### src/rtl/uart_frame_parser.sv
// rtl/uart_frame_parser.sv - frame delineation for 55 AA CMD LEN payload CHK byte streams
module uart_frame_parser #(
    parameter logic [7:0]  p_MAX_LEN = 8'd16,
    parameter logic [23:0] p_TIMEOUT = 24'd434000
) (
    input  logic       i_local_clk,
    input  logic       i_rst,
    input  logic       i_valid,
    input  logic [7:0] i_data,
    output logic       o_pl_valid,
    output logic [7:0] o_pl_data,
    output logic [7:0] o_pl_idx,
    output logic [7:0] o_cmd,
    output logic [7:0] o_len,
    output logic       o_done,
    output logic       o_ok,
    output logic [1:0] o_err
);

    typedef enum logic [2:0] {
        S_HDR0,
        S_HDR1,
        S_CMD,
        S_LEN,
        S_PAYLOAD,
        S_CHK
    } state_t;

    localparam logic [1:0] ERR_NONE = 2'd0;
    localparam logic [1:0] ERR_CHK  = 2'd1;
    localparam logic [1:0] ERR_LEN  = 2'd2;
    localparam logic [1:0] ERR_TMO  = 2'd3;

    state_t      state;
    logic [7:0]  sum;
    logic [7:0]  byte_cnt;
    logic [23:0] tmo_cnt;

    logic        tmo_hit;
    logic [7:0]  sum_next;

    // Terminal count of the inter-byte idle counter; a byte on the same cycle takes priority.
    assign tmo_hit  = (state != S_HDR0) && (tmo_cnt == p_TIMEOUT - 24'd1);
    assign sum_next = sum + i_data;

    // Frame FSM, running checksum, idle counter and all registered outputs.
    always_ff @(posedge i_local_clk) begin
        if (i_rst) begin
            state      <= S_HDR0;
            sum        <= 8'd0;
            byte_cnt   <= 8'd0;
            tmo_cnt    <= 24'd0;
            o_pl_valid <= 1'b0;
            o_pl_data  <= 8'd0;
            o_pl_idx   <= 8'd0;
            o_cmd      <= 8'd0;
            o_len      <= 8'd0;
            o_done     <= 1'b0;
            o_ok       <= 1'b0;
            o_err      <= ERR_NONE;
        end else begin
            o_pl_valid <= 1'b0;
            o_done     <= 1'b0;
            o_ok       <= 1'b0;
            o_err      <= ERR_NONE;

            if (i_valid || state == S_HDR0) begin
                tmo_cnt <= 24'd0;
            end else begin
                tmo_cnt <= tmo_cnt + 24'd1;
            end

            if (i_valid) begin
                case (state)
                    S_HDR0: begin
                        if (i_data == 8'h55) begin
                            state <= S_HDR1;
                        end
                    end
                    S_HDR1: begin
                        if (i_data == 8'hAA) begin
                            state <= S_CMD;
                        end else if (i_data != 8'h55) begin
                            state <= S_HDR0;
                        end
                    end
                    S_CMD: begin
                        o_cmd <= i_data;
                        sum   <= i_data;
                        state <= S_LEN;
                    end
                    S_LEN: begin
                        o_len    <= i_data;
                        sum      <= sum_next;
                        byte_cnt <= 8'd0;
                        if (i_data > p_MAX_LEN) begin
                            o_done <= 1'b1;
                            o_err  <= ERR_LEN;
                            state  <= S_HDR0;
                        end else if (i_data == 8'd0) begin
                            state <= S_CHK;
                        end else begin
                            state <= S_PAYLOAD;
                        end
                    end
                    S_PAYLOAD: begin
                        o_pl_valid <= 1'b1;
                        o_pl_data  <= i_data;
                        o_pl_idx   <= byte_cnt;
                        sum        <= sum_next;
                        byte_cnt   <= byte_cnt + 8'd1;
                        if (byte_cnt == o_len - 8'd1) begin
                            state <= S_CHK;
                        end
                    end
                    S_CHK: begin
                        o_done <= 1'b1;
                        if (sum_next == 8'd0) begin
                            o_ok <= 1'b1;
                        end else begin
                            o_err <= ERR_CHK;
                        end
                        state <= S_HDR0;
                    end
                    default: begin
                        state <= S_HDR0;
                    end
                endcase
            end else if (tmo_hit) begin
                // A stalled header match is dropped quietly; a stalled frame body is reported.
                if (state != S_HDR1) begin
                    o_done <= 1'b1;
                    o_err  <= ERR_TMO;
                end
                state <= S_HDR0;
            end
        end
    end

endmodule

### config.mk
export PLATFORM = sky130hd
export DESIGN_NAME = uart_frame_parser
export DESIGN_NICKNAME = d
export VERILOG_FILES = /design/src/rtl/uart_frame_parser.sv
export SDC_FILE = /design/constraint.sdc
export NUM_CORES = 1
export LEC_CHECK = 0
export ABC_AREA = 1
export BUFFER_PORTS_ARGS = -buffer_cell sky130_fd_sc_hd__clkbuf_2
export CORE_UTILIZATION = 30
export CTS_BUF_LIST = sky130_fd_sc_hd__clkbuf_4 sky130_fd_sc_hd__clkbuf_8
export DETAILED_ROUTE_END_ITERATION = 12
export GPL_ROUTABILITY_DRIVEN = 0
export PLACE_DENSITY_LB_ADDON = 0.1
export RECOVER_POWER = 100
export SYNTH_ARGS = -nofsm -noshare
export SYNTH_HDL_FRONTEND = slang
export SYNTH_SLANG_ARGS = --single-unit
### constraint.sdc
create_clock -name i_local_clk -period 4.5 [get_ports i_local_clk]
set_input_delay 0.675 -clock i_local_clk [delete_from_list [all_inputs] [get_ports i_local_clk]]
set_output_delay 0.675 -clock i_local_clk [all_outputs]
set_load 0.05 [all_outputs]
=== Yosys cells after proc, flatten, opt, wreduce, memory -nomap -nowiden ===
Cells that the tools add are included.

* Bits in registers: 80
* Bits in latches: 0
* Memory bits (writable): 0
* Bits in read-only memories: 0
* Input bits: 11
* Output and inout port bits: 37
* Memories: 0

* Add/subtract/negate cells: 4
* $mul: 0
* Div/mod/pow operators: 0
* Magnitude comparators: 1
* Eq/ne operators: 14
* Shifts and indexed selects: 0
* Muxes and demuxes: 24
* Bitwise gates (word level): 2
* Reductions and logical operators: 19

{| class="wikitable"
|+ Operators by type and width
! cell !! count
|-
| case mux 8 bit (2 select lines) || 2
|-
| adder 24 x 1 -> 24 bit, second input constant || 1
|-
| equality test 24 x 19 -> 1 bit, second input constant || 1
|-
| 2-to-1 mux 3 bit || 7
|-
| logical NOT 8 bit || 2
|-
| case mux 3 bit (5 select lines) || 1
|-
| AND reduction 2 bit || 5
|-
| adder 8 x 1 -> 8 bit, second input constant || 1
|-
| adder 8 bit || 1
|-
| equality test 8 x 7 -> 1 bit, second input constant || 1
|-
| equality test 8 bit || 1
|-
| equality test 8 bit, second input constant || 1
|-
| > comparator 8 x 5 -> 1 bit, second input constant || 1
|-
| 2-to-1 mux 1 bit || 8
|-
| 2-to-1 mux 2 bit || 4
|-
| inequality test 8 x 7 -> 1 bit, second input constant || 1
|-
| subtractor 8 x 1 -> 8 bit, second input constant || 1
|-
| equality test 3 x 2 -> 1 bit, second input constant || 2
|-
| equality test 3 bit, second input constant || 2
|-
| nonzero test 2 bit || 3
|-
| OR reduction 2 bit || 3
|-
| inequality test 4 bit, second input constant || 1
|-
| case mux 2 bit (2 select lines) || 1
|-
| AND reduction 4 bit || 1
|-
| other kinds (11) || 12
|}

=== Longest topological paths before layout ===
* Word-level depth: 5
* Mapped depth: 14

=== Worst setup path after synthesis ===
Ideal clock, no wire load.

* Kind: input to register
* Start point: in i_data[0]
* End point: reg o_err[0]
* Library setup time: 0.116 ns
* Data arrival time: 1.992 ns
* Setup slack: 2.393 ns
* Stages: 12
* Cell sequence: ha_1 > inv_1 > fa_1 > inv_1 > nand3_1 > nand3_1 > xor2_1 > nand3_1 > nor2_1 > nand3_1 > nand2_1 > nand2_1

* Longest elaborated chain between the ends: 5

{| class="wikitable"
|+ Ends and longest elaborated chain
! item !! RTL line !! RTL
|-
| from (decl) || 9 || <nowiki>input logic [7:0] i_data,</nowiki>
|-
| adder 8 bit || 44 || <nowiki>assign sum_next = sum + i_data;</nowiki>
|-
| logical NOT 8 bit || 118 || <nowiki>if (sum_next == 8'd0) begin</nowiki>
|-
| 2-to-1 mux 1 bit || 118 ||
|-
| case mux 2 bit (2 select lines) || 74 || <nowiki>case (state)</nowiki>
|-
| 2-to-1 mux 2 bit || 73 || <nowiki>if (i_valid) begin</nowiki>
|-
| to (signal assigned) || 65 || <nowiki>o_err <= ERR_NONE;</nowiki>
|-
| to (signal assigned) || 121 || <nowiki>o_err <= ERR_CHK;</nowiki>
|-
| to (signal assigned) || 133 || <nowiki>o_err <= ERR_TMO;</nowiki>
|-
| to (decl) || 17 || <nowiki>output logic [1:0] o_err</nowiki>
|}

Every way passes these cells.
A chain may end at the register's enable or synchronous reset.

=== Worst setup path in the final report ===
* Start point: reg state[0]
* End point: reg o_pl_idx[0]

* Longest elaborated chain between the ends: 2

{| class="wikitable"
|+ Ends and longest elaborated chain
! item !! RTL line !! RTL
|-
| from (decl) || 34 || <nowiki>state_t state;</nowiki>
|-
| from (signal assigned) || 49 || <nowiki>state <= S_HDR0;</nowiki>
|-
| from (signal assigned) || 77 || <nowiki>state <= S_HDR1;</nowiki>
|-
| from (signal assigned) || 82 || <nowiki>state <= S_CMD;</nowiki>
|-
| equality test 3 bit || 74 ||
|-
| AND reduction 2 bit (no line) || - ||
|-
| to (signal assigned) || 109 || <nowiki>o_pl_idx <= byte_cnt;</nowiki>
|-
| to (decl) || 12 || <nowiki>output logic [7:0] o_pl_idx,</nowiki>
|}

Every way passes these cells.

==> out/metrics.cfg <==
[global_route]
grt_pass1_vias = 3495
grt_pass1_wl_um = 17500
antenna_found_initial = 0
use_met1_pct = 21.5
track_usage_pct = 15.8
grt_util_met3_pct = 2.68
busiest_layer = met2
grt_use_met2_pct = 23.8
grt_start_max_net_pins = 39
grt_overflow = 0

[floorplan]
dieArea_um2 = 14100
start_util_pct = 30.8
rows = 42
die_x_um = 119
io_pins = 48
die_height_um = 119
core_area_um2 = 13300

[worst_setup_path]
crit_path_end_kind = register
cp.required_ns = 4.75
setup.worst_path.start_class = register
worstPathMaxFanout = 28
rrSetupSlack_ns = 1.54
reg2reg_depth = 7
crit_type = reg -> reg
arrival_ns = 3.21
timing.rr.start = state[0]
rr_endpoint = o_pl_idx[0]

[cts]
cts_setup_buffers = 0
clock_path_buffers = 2
cts-hold-fix-buffers = 0
h-tree-depth = 3
tritoncts = done
cts_root_buffer = clkbuf_8
cts_buffers = 9
post_cts_resized = 0
clock_latency_ns = 0.37
clk_pin_slew_worst_paths_ns = 0.09
cts_sinks = 80

[placed_design]
dpl_cell_area_um2 = 4510
dp_hpwl_um = 7960
io_buffers = 47
post-place-ws_ns = 1.99

[sta]
slew_violations = 68
post-route-min-period_ns = 2.96
hold_viol = 0
worst_slew_margin_rel_pct = -7.01
final-setup-viol-count = 0
setup_tns_ns = 0
fin_skew_ns = 0.00992
tightest_slew_ns = 1.60
setup_slack_ns = 1.54
post-route-period-util_pct = 65.7
rsz0062_at_grt = false
fmax_ghz = 0.338

[logic_synthesis]
ys_seq_area_share_pct = 39.1
synth_edf_count = 0
synthesis.area_um2 = 4100
syn-instance-count = 583
async_flop_share_pct = 0
syn_nets = 605
synthAdderAreaFrac_pct = 3.54
ys_warn_count = 0
yosysUniqueCellTypes = 46
syn_avg_cell_area_um2 = 7.03
synth_seq_cells = 80
synth_compound_area_share_pct = 16.9
muxShareOfSynthArea_pct = 0
synth-simple-area-share_pct = 30.0
synth-xor-area-share_pct = 2.56
synth_top_family_by_area = simple AND/OR/NAND/NOR gates
ys.flop_type = dfxtp_1

[routing]
drc = 0
drt-total-wl_um = 10800
vias = 3857
drtIter0Drc = 216
ant_nets = 0
drtPass1Iterations = 5
via_per_inst = 4.76
drt-wirelength-per-cell_um = 13.3

[final_layout]
syn2layout_area_growth_pct = 13.6
mostFrequentLayoutCells = nand2_1 (109), dfxtp_1 (80), nor2_1 (74), inv_1 (61), a21oi_1 (57)
final_area_um2 = 4660
finalNetCount = 652
antennaDiodeCount = 0
drive_gt1_share_pct = 8.35
final_common_cell = nand2_1

[hold_path]
hold_class = reg -> reg
min_path_cells = 1
holdPathEnd = tmo_cnt[0]
hp-start = tmo_cnt[0]

[run_status]
outcome = finished with violations
violations = capacitance limit, slew limit

[power]
p_int_uw = 1350
p_comb_share_pct = 31.0
power_density_nw_per_um2 = 463
p_seq_share_pct = 39.0
vdd_drop_max_mv = 0.156
clockPowerShare_pct = 30.0
swShare_pct = 37.5
power.switching_uw = 808
p_total_uw = 2150
p_leak_uw = 0.00187

[run]
max_cap_viol_count = 2

-- worst max-delay path: stages (launching register included) --
cell      delay (ns)
dfxtp_1         0.37
nor2_1          0.21
nand2_1         0.14
nor2_1          1.21
inv_2           0.37
or2_0           0.37
o211ai_1        0.10
inv_1           0.06
-- flip-flops by register name (all words and copies together), names as in the netlist --
signal      cells
o_len           8
state           3
sum             8
o_err           2
byte_cnt        8
o_done          1
o_pl_data       8
o_pl_idx        8
tmo_cnt        24
o_ok            1
o_pl_valid      1
o_cmd           8
-- stage by stage --
step,util [%],hold slack [ns],instances
finish,35.0,0.452,811
CTS,35.7,0.458,811
global placement,33.9,0.431,795
floorplan,-,0.418,583
global route,35.0,0.478,811
detailed placement,33.9,0.436,795
-- cell type report --
class                      count  area (um^2)
clock buffer                  10          131
clock inverter                 6          108
multi-input combinational    419         2140
fill                        1480         8640
inverter                      72          270
timing repair buffer          48          191
tap                          176          220
sequential                    80         1600
-- how the worst max path moves through the flow --
stage / slack (ns) / start / endpoint
after floorplan: 2.39 / i_data[0] / o_err[0]
after global placement: 2.03 / i_data[0] / o_err[0]
after detailed placement: 1.99 / i_valid / sum[4]
after CTS: 2.29 / state[1] / sum[4]
after global routing: 1.12 / state[0] / o_pl_idx[0]
final: 1.54 / state[0] / o_pl_idx[0]
-- power groups by stage --
stage | Clock, uW | Sequential (uW) | Combinational [uW]
6_report | 646 | 840 | 668
5_1_grt | 695 | 852 | 742
4_1_cts | 674 | 842 | 687
3_5_place_dp | 0 | 858 | 685
3_3_place_gp | 0 | 856 | 684
2_1_floorplan | 0 | 976 | 414
-- synthesized netlist by cell type, types with 4 or more instances --
cell,instances,area share (%)
a211oi_1,4,0.73
a21oi_1,57,7.0
a31oi_1,6,0.92
buf_2,4,0.49
clkbuf_1,6,0.55
dfxtp_1,80,39
ha_1,10,3.1
inv_1,61,5.6
inv_2,9,0.82
nand2_1,108,9.9
nand2_2,9,1.4
nand3_1,36,4.4
nand4_1,8,1.2
nor2_1,68,6.2
nor2_2,5,0.76
nor2_4,6,1.6
nor3_1,14,1.7
o21ai_0,45,5.5
o21ai_1,5,0.61
xnor2_1,7,1.5
xor2_1,5,1.1
-- per-layer routing --
metal / routed length, um / vias up / share of wire, %
li1: - / 2012 / -
met1: 5560 / 1775 / 51
met2: 4720 / 57 / 44
met3: 335 / 13 / 3.1
met4: 206 / 0 / 1.9
met5: 0 / - / 0
-- kinds of logic after synthesis --
kind of cell,Yosys count
adders and majority gates,11
buffers and inverters,84
AOI/OAI and AO/OA,127
and+or+nand+nor,269
DFF,80
xor gates and xnor gates,12
Note: power is estimated with default switching activity, not from simulation.
